File: src/rtl/ddr3_ui_traffic_gen.sv
// Write-then-readback memory exerciser for a DDR3 UI port: one burst per accepted command/data pair, no bubbles between bursts.
// All outputs registered; app_en and app_wdf_wren are held independently until app_rdy / app_wdf_rdy accept them.
module ddr3_ui_traffic_gen #(
    parameter int ADDR_WIDTH     = 29,
    parameter int APP_DATA_WIDTH = 512,
    parameter int NUM_BURSTS     = 256,
    parameter int BASE_ADDR      = 0,
    parameter int ADDR_STEP      = 8,
    parameter int LOOP           = 1
) (
    input  logic                        sys_clk,
    input  logic                        sys_rst,
    input  logic                        init_calib_complete,
    output logic [ADDR_WIDTH-1:0]       app_addr,
    output logic [2:0]                  app_cmd,
    output logic                        app_en,
    input  logic                        app_rdy,
    output logic [APP_DATA_WIDTH-1:0]   app_wdf_data,
    output logic [APP_DATA_WIDTH/8-1:0] app_wdf_mask,
    output logic                        app_wdf_wren,
    output logic                        app_wdf_end,
    input  logic                        app_wdf_rdy,
    input  logic [APP_DATA_WIDTH-1:0]   app_rd_data,
    input  logic                        app_rd_data_valid,
    input  logic                        app_rd_data_end,
    output logic                        tg_compare_error,
    output logic [15:0]                 err_count,
    output logic [31:0]                 pass_count
);
    localparam int IW = 17;
    localparam int NW = APP_DATA_WIDTH / 32;
    localparam logic [IW-1:0] NB   = IW'(NUM_BURSTS);
    localparam logic [IW-1:0] LAST = IW'(NUM_BURSTS - 1);
    localparam logic [2:0] CMD_WR = 3'b000;
    localparam logic [2:0] CMD_RD = 3'b001;

    typedef enum logic [1:0] {IDLE, WRITE, READ, DONE} state_t;

    state_t          state;
    logic [IW-1:0]   wr_idx, rd_cmd_idx, rd_chk_idx;
    logic            cmd_done, dat_done;
    logic            cmd_acc, dat_acc, cmd_ok, dat_ok, rd_miss;
    logic [IW-1:0]   wr_nxt, rd_cmd_nxt, rd_chk_nxt;
    logic [31:0]     pass_nxt;
    logic            unused_rd_end;

    function automatic logic [ADDR_WIDTH-1:0] burst_addr(input logic [IW-1:0] k);
        return ADDR_WIDTH'(BASE_ADDR) + ADDR_WIDTH'(k) * ADDR_WIDTH'(ADDR_STEP);
    endfunction

    function automatic logic [APP_DATA_WIDTH-1:0] burst_data(input logic [7:0] p, input logic [IW-1:0] k);
        logic [APP_DATA_WIDTH-1:0] d;
        d = '0;
        for (int i = 0; i < NW; i++) d[i*32 +: 32] = {p, k[15:0], 8'(i)};
        return d;
    endfunction

    assign cmd_acc    = app_en & app_rdy;
    assign dat_acc    = app_wdf_wren & app_wdf_rdy;
    assign cmd_ok     = cmd_done | cmd_acc;
    assign dat_ok     = dat_done | dat_acc;
    assign wr_nxt     = wr_idx + IW'(1);
    assign rd_cmd_nxt = rd_cmd_idx + IW'(cmd_acc);
    assign rd_chk_nxt = rd_chk_idx + IW'(1);
    assign pass_nxt   = pass_count + 32'd1;
    assign rd_miss    = app_rd_data != burst_data(pass_count[7:0], rd_chk_idx);

    assign app_wdf_end   = app_wdf_wren;
    assign app_wdf_mask  = '0;
    assign unused_rd_end = app_rd_data_end;

    always_ff @(posedge sys_clk or posedge sys_rst) begin
        if (sys_rst) begin
            state            <= IDLE;
            wr_idx           <= '0;
            rd_cmd_idx       <= '0;
            rd_chk_idx       <= '0;
            cmd_done         <= 1'b0;
            dat_done         <= 1'b0;
            app_en           <= 1'b0;
            app_wdf_wren     <= 1'b0;
            app_cmd          <= CMD_WR;
            app_addr         <= '0;
            app_wdf_data     <= '0;
            tg_compare_error <= 1'b0;
            err_count        <= '0;
            pass_count       <= '0;
        end else if ((state == WRITE || state == READ) && !init_calib_complete) begin
            // Calibration lost: abandon the pass, keep the result counters.
            state        <= IDLE;
            app_en       <= 1'b0;
            app_wdf_wren <= 1'b0;
        end else begin
            case (state)
                IDLE: begin
                    if (init_calib_complete) begin
                        state        <= WRITE;
                        wr_idx       <= '0;
                        rd_cmd_idx   <= '0;
                        rd_chk_idx   <= '0;
                        cmd_done     <= 1'b0;
                        dat_done     <= 1'b0;
                        app_cmd      <= CMD_WR;
                        app_addr     <= burst_addr('0);
                        app_wdf_data <= burst_data(pass_count[7:0], '0);
                        app_en       <= 1'b1;
                        app_wdf_wren <= 1'b1;
                    end
                end
                WRITE: begin
                    if (cmd_ok && dat_ok) begin
                        cmd_done <= 1'b0;
                        dat_done <= 1'b0;
                        if (wr_idx == LAST) begin
                            // One quiet cycle separates the last write from the first read.
                            state        <= READ;
                            app_cmd      <= CMD_RD;
                            app_en       <= 1'b0;
                            app_wdf_wren <= 1'b0;
                        end else begin
                            wr_idx       <= wr_nxt;
                            app_addr     <= burst_addr(wr_nxt);
                            app_wdf_data <= burst_data(pass_count[7:0], wr_nxt);
                            app_en       <= 1'b1;
                            app_wdf_wren <= 1'b1;
                        end
                    end else begin
                        cmd_done     <= cmd_ok;
                        dat_done     <= dat_ok;
                        app_en       <= !cmd_ok;
                        app_wdf_wren <= !dat_ok;
                    end
                end
                READ: begin
                    rd_cmd_idx <= rd_cmd_nxt;
                    app_en     <= (rd_cmd_nxt != NB);
                    app_addr   <= burst_addr(rd_cmd_nxt);
                    if (app_rd_data_valid) begin
                        rd_chk_idx <= rd_chk_nxt;
                        if (rd_miss) begin
                            tg_compare_error <= 1'b1;
                            if (err_count != 16'hFFFF) err_count <= err_count + 16'd1;
                        end
                        if (rd_chk_nxt == NB) begin
                            pass_count <= pass_nxt;
                            if (LOOP != 0) begin
                                state        <= WRITE;
                                wr_idx       <= '0;
                                rd_cmd_idx   <= '0;
                                rd_chk_idx   <= '0;
                                cmd_done     <= 1'b0;
                                dat_done     <= 1'b0;
                                app_cmd      <= CMD_WR;
                                app_addr     <= burst_addr('0);
                                app_wdf_data <= burst_data(pass_nxt[7:0], '0);
                                app_en       <= 1'b1;
                                app_wdf_wren <= 1'b1;
                            end else begin
                                state  <= DONE;
                                app_en <= 1'b0;
                            end
                        end
                    end
                end
                default: begin
                    app_en       <= 1'b0;
                    app_wdf_wren <= 1'b0;
                end
            endcase
        end
    end
endmodule

File: config.mk
export PLATFORM = sky130hd
export DESIGN_NAME = ddr3_ui_traffic_gen
export DESIGN_NICKNAME = d
export VERILOG_FILES = /design/src/rtl/ddr3_ui_traffic_gen.sv
export SDC_FILE = /design/constraint.sdc
export NUM_CORES = 1
export LEC_CHECK = 0
export CORE_AREA = 2 2 455 457
export DETAILED_ROUTE_END_ITERATION = 8
export DIE_AREA = 0 0 457 459
export PLACE_DENSITY = 0.3
export SYNTH_ARGS = -nofsm -noshare
export SYNTH_HDL_FRONTEND = slang
export SYNTH_SLANG_ARGS = --single-unit
File: constraint.sdc
create_clock -name sys_clk -period 8.6 [get_ports sys_clk]
set_input_delay 0.86 -clock sys_clk [delete_from_list [all_inputs] [get_ports sys_clk]]
set_output_delay 0.86 -clock sys_clk [all_outputs]
set_load 0.02 [all_outputs]
==> results of run 1 <==
## registers in the layout, summed over array words and instances (netlist names)
| register | count |
|---|---|
| rd_chk_idx | 17 |
| pass_count | 32 |
| app_wdf_data | 25 |
| app_en | 1 |
| cmd_done | 1 |
| app_wdf_end | 1 |
| app_addr | 17 |
| wr_idx | 17 |
| tg_compare_error | 1 |
| err_count | 16 |
| dat_done | 1 |
| app_cmd | 1 |
| rd_cmd_idx | 17 |
| state | 2 |
## how the worst max path moves through the flow
stage	slack [ns]	depth (start not counted)	start	to
final	4.14	9	app_rd_data[160]	err_count[1]
after global routing	3.77	9	app_rd_data[509]	err_count[1]
after CTS	3.87	9	app_rd_data[509]	err_count[1]
after detailed placement	3.31	9	app_rd_data[509]	err_count[1]
after global placement	3.27	9	app_rd_data[509]	err_count[1]
after floorplan	3.73	1	sys_rst	app_addr[10]
## layout make-up
type | instances | area (µm²)
antenna | 20 | 50.0
sequential | 149 | 3750
clock inverter | 15 | 179
multi-input combinational | 1373 | 8390
clock buffer | 17 | 425
inverter | 22 | 87.6
fill | 23600 | 179000
timing repair buffer | 1044 | 10300
tap | 2704 | 3380
## power by group
part / leakage (nW) / internal [mW] / switching [mW]
Sequential: 1.98 / 0.776 / 0.228
Clock: 0.288 / 0.393 / 0.425
Combinational: 7.42 / 1.16 / 1.36
Total: 9.69 / 2.33 / 2.01
## layout by cell type (no fill, tap or decap), types with 18 or more instances in the layout
cell type	n
a21oi_1	28
and3_1	66
buf_4	41
clkdlybuf4s50_1	1003
conb_1	174
dfrtp_1	128
dfrtp_2	21
diode_2	20
inv_1	21
nand2_1	164
nand3_1	75
nand4_1	52
nor2_1	81
nor3_1	80
nor4_1	53
nor4b_1	21
o21ai_0	77
o22ai_1	27
o31ai_1	18
or3_1	21
or4_1	20
xnor2_1	114
xor2_1	114
## cell families (layout without fill, tap and decap cells)
kind of cell	Yosys count	after routing
compound gates	244	244
xor+xnor	231	231
fa+ha+maj	10	10
buf+inv	678	1098
flops	149	149
mux	8	8
other cells	1	194
simple gates	706	706
## through the flow
step,area [µm²],setup WS [ns],hold WS [ns],std cells,util
finish,26600,4.14,0.484,5344,0.129
detailed placement,26000,3.31,0.467,5292,0.126
CTS,26600,3.87,0.485,5324,0.129
floorplan,16800,3.73,0.456,2200,-
global placement,26000,3.27,0.459,5292,0.126
global route,26600,3.77,0.509,5336,0.129
## critical path: stages
cell	delay, ns
clkdlybuf4s50_1	0.60
nor4bb_1	0.81
o211ai_1	0.39
nor4_1	0.46
nand3_1	0.26
nor4_1	0.23
and4_1	0.68
nor2_1	0.17
mux2_1	0.35
## routing by layer
| layer | share of wire | track usage |
|---|---|---|
| met5 | 0 | 0 |
| met1 | 0.36 | 0.0967 |
| met2 | 0.55 | 0.186 |
| met3 | 0.063 | 0.0213 |
| met4 | 0.025 | 0.0313 |
==> reports/qor.yml, run 1 <==
outcome: "finished, final reports clean"
via_per_inst: 2.98
final.setup_skew_ns: 0.0214
yosysWarnings: 0
end_kind: "flip-flop"
hpwlAfterDp_um: 86500
dr.pass1.iters: 5
syn_to_final_growth_pct: 65.0
tritoncts: "yes"
finalHoldViolCount: 0
drc_errors: 0
grt_pass1_vias: 15000
gp_congestion: 0.747
finalWirelength_um: 104000
yosysTopAreaCell: "buf_4"
min_period_ns: 4.46
synthAdderAreaFrac: 0.00776
cts-root-buf: "clkbuf_16"
synth-xor-area-share: 0.127
hp-start: "tg_compare_error"
die_w_um: 457
ir_worst_vdd_uv: 134
cts.repair.resized: 0
cts_max_path_buffers: 2
fp.dieArea_mm2: 0.210
synth_top_family_by_area: "buffers and inverters"
drtAntennaViolNets: 0
synth.area.mux_share: 0.00543
maxCapViolCount: 0
p_leak_nw: 9.69
synth_area_leaders: "buf_4, dfrtp_1, xnor2_1"
netlist.area_leader.share: 0.266
yosysMostFrequentCell: "buf_4"
worst_slew_pin_slew_ns: 1.10
synth_edf_count: 0
fmax_mhz: 224
core_area_mm2: 0.206
wl_per_cell_um: 19.5
finalPower_mw: 4.34
ys_seq_area_frac: 0.231
criticalPathCategory: "input pin to flip-flop"
netlist_top_cells_count: "buf_4, nand2_1, dfrtp_1"
first_iter_violations: 856
io_pins: 1179
syn-cell-area_mm2: 0.0161
netlist_instances: 2027
numCtsBuffers: 17
critPathRequiredTime_ns: 8.97
hp-class: "flip-flop to flip-flop"
avgSynthCellArea_um2: 7.96
start_util: 0.0785
insertion_delay_ns: 0.50
die_y_um: 459
crit_fanout: 16
fin_crit_sh: 0.518
setup_viol: 0
synth.distinct_cells: 72
power_density_mw_per_mm2: 163
startpoint_type: "input pin"
maxSlewViolCount: 0
port_buffers: 1003
post-cts-setup-buffers: 0
async_reset_ff_frac: 1.00
holdPathStages: 1
cts.sinks: 149
min_to: "tg_compare_error"
drive_gt1_frac: 0.0508
num_vias: 15900
rsz0062_at_grt: "no"
worstReg2RegEnd: "err_count[1]"
antenna_found_initial: 20
h-tree-depth: 4
grt_pass1_wl_um: 134000
yosys.area_share.simple: 0.236
synth-main-ff-cell: "dfrtp_1"
synth-seq-cells: 149
overflow: 0
tns_ns: 0
grt_max_degree: 56
rows: 167
synth_compound_area_frac: 0.101
cts_hold_buf: 0
reg2regPathDepth: 8
rrSetupSlack_ns: 4.26
finalNetCount: 3136
cp.arrival_ns: 4.83
relSlewSlack: 0.264
clkSlewWorstSetupHoldPaths_ns: 0.07
r2r_start: "rd_chk_idx[12]"
grt_usage: 0.0944
No activity file was read; power rests on OpenSTA's default activity.
==> inputs of run 2 (changes only) <==
--- a/config.mk
+++ b/config.mk
@@ -5,9 +5,9 @@
 export SDC_FILE = /design/constraint.sdc
 export NUM_CORES = 1
 export LEC_CHECK = 0
-export CORE_AREA = 2 2 455 457
+export CORE_AREA = 2 2 460 462
 export DETAILED_ROUTE_END_ITERATION = 8
-export DIE_AREA = 0 0 457 459
+export DIE_AREA = 0 0 462 464
 export PLACE_DENSITY = 0.3
 export SYNTH_ARGS = -nofsm -noshare
 export SYNTH_HDL_FRONTEND = slang
==> constraint.sdc (replaced) <==
create_clock -name sys_clk -period 4.3 [get_ports sys_clk]
set_input_delay 0.43 -clock sys_clk [delete_from_list [all_inputs] [get_ports sys_clk]]
set_output_delay 0.43 -clock sys_clk [all_outputs]
set_load 0.02 [all_outputs]
==> reports/qor.yml, run 2 (synthesized netlist as in run 1, its figures left out) <==
setup_viol: 0  # unchanged
hp-class: "input pin to asynchronous set/reset pin"
layout_common_cells: "clkdlybuf4s50_1, conb_1, nand2_1"
post-cts-setup-buffers: 0  # unchanged
largest_register: "pass_count"
cts.repair.resized: 0  # unchanged
tns_ns: 0  # unchanged
relSlewSlack: 0.187  # -0.0770
slowest_stage: "a2111oi_0"
grt_usage: 0.0968  # +0.00242
num_vias: 16100  # +1.0%
finalWirelength_um: 109000  # +4.2%
crit_buf_inv: 3  # +2
insertion_delay_ns: 0.53  # +0.03 ns
gp_congestion: 0.777  # +4.0%
setup_slack_ns: 0.232  # -3.91 ns
rrSetupSlack_ns: 0.23  # -4.03 ns
grt_pass1_wl_um: 138000  # +3.4%
io_pins: 1179  # unchanged
finalHoldViolCount: 0  # unchanged
worst_slew_pin_slew_ns: 1.22  # +0.116 ns
die_w_um: 462  # +1.1%
numCtsBuffers: 17  # unchanged
startpoint_type: "flip-flop"
final_common_cell: "clkdlybuf4s50_1"
slowest_delay_ns: 0.73  # -0.08 ns
fp.dieArea_mm2: 0.214  # +2.2%
cp.arrival_ns: 4.47  # -0.36 ns
clkSlewWorstSetupHoldPaths_ns: 0.09  # +0.02 ns
rsz0062_at_grt: "no"
tritoncts: "yes"
final.setup_skew_ns: 0.0329  # +0.0115 ns
cts_hold_buf: 0  # unchanged
whs_ns: 0.348  # -0.136 ns
wl_per_cell_um: 19.7  # +1.0%
drive_gt1_frac: 0.0745  # +0.0237
cts_max_path_buffers: 2  # unchanged
h-tree-depth: 4  # unchanged
maxCapViolCount: 0  # unchanged
antenna_found_initial: 21  # +5.0%
outcome: "finished, final reports clean"
grt_pass1_vias: 15500  # +3.3%
syn_to_final_growth_pct: 69.4
core_area_mm2: 0.209  # +1.7%
cts.sinks: 149  # unchanged
die_y_um: 464  # +1.1%
critPathRequiredTime_ns: 4.70  # -4.27 ns
port_buffers: 1003  # unchanged
largest_reg_flops: 32  # unchanged
dr.pass1.iters: 5  # unchanged
start_util: 0.0771  # -0.00133
p_leak_nw: 10.1  # +3.8%
grt_max_degree: 74  # +32%
min_period_ns: 4.07
fin_crit_sh: 0.946
rows: 168  # +0.60%
first_iter_violations: 697  # -19%
drtAntennaViolNets: 0  # unchanged
via_per_inst: 2.92  # -2.0%
crit_family: "simple AND/OR/NAND/NOR gates"
ir_worst_vdd_uv: 256  # +91%
criticalPathCategory: "flip-flop to flip-flop"
overflow: 0  # unchanged
drc_errors: 0  # unchanged
finalNetCount: 3201  # +2.1%
place_ws_ns: 0.0150  # -3.30 ns
post-route-util: 0.131  # +0.00125
end_kind: "flip-flop"
crit_fanout: 12  # -4
cts-root-buf: "clkbuf_16"
power_density_mw_per_mm2: 324  # +99%
hpwlAfterDp_um: 92900  # +7.4%
worstPathCellList: "buf_4 > xnor2_1 > nand4_1 > a2111oi_0 > nand4_1 > nor4_1 > buf_4 > and4_1 > buf_4 > nor2_1 > mux2_1"
maxSlewViolCount: 0  # unchanged
cpMostUsedCell: "buf_4"
fmax_mhz: 246
largestRegisters: "pass_count: 32 flops, app_wdf_data: 25 flops"
## run 2: cell count changes in the layout (fill, tap and decap cells not counted), sizes merged
cell	delta
buf	+65
clkinv	+2
inv	-2
bufinv	+1
clkinvlp	-1
## run 2: worst paths after layout
path / startpoint / endpoint / depth (start not counted)
setup / recovery: rd_chk_idx[4] / err_count[1] / 11
hold / removal: sys_rst / rd_chk_idx[16] / 2
setup reg to reg: rd_chk_idx[4] / err_count[1] / 11
hold reg to reg: app_addr[4] / app_addr[4] / 1
max in group asynchronous: sys_rst / wr_idx[3] / 3
min in group sys_clk: app_addr[4] / app_addr[4] / 1
## run 2: metrics by stage
step / area [µm²] / total power [mW] / cells
floorplan: 16800 / 5.40 / 2200
global placement: 26700 / 7.37 / 5458
detailed placement: 26700 / 7.33 / 5458
CTS: 27300 / 9.15 / 5490
global route: 27300 / 9.43 / 5505
finish: 27300 / 8.86 / 5510
## run 2: per-layer routing
metal / track usage / vias up / share of wire / routed length [µm]
met2: 0.197 / 820 / 0.57 / 62000
met3: 0.0181 / 65 / 0.055 / 5990
met4: 0.0329 / 6 / 0.028 / 3030
met1: 0.0954 / 7563 / 0.35 / 37600
met5: 0 / - / 0.00038 / 41
li1: - / 7641 / - / -
## run 2: final cells by class
type,count,area (µm²)
sequential,149,3760
fill,24000,182000
timing repair buffer,1109,10900
multi-input combinational,1373,8400
inverter,22,86.3
clock buffer,17,425
clock inverter,15,208
antenna,20,50.0
tap,2805,3510
## run 2: power breakdown
group | internal (mW) | leakage (nW) | switching (mW)
Sequential | 1.55 | 1.98 | 0.500
Clock | 0.844 | 0.307 | 0.871
Combinational | 2.38 | 7.77 | 2.72
Total | 4.77 | 10.1 | 4.09
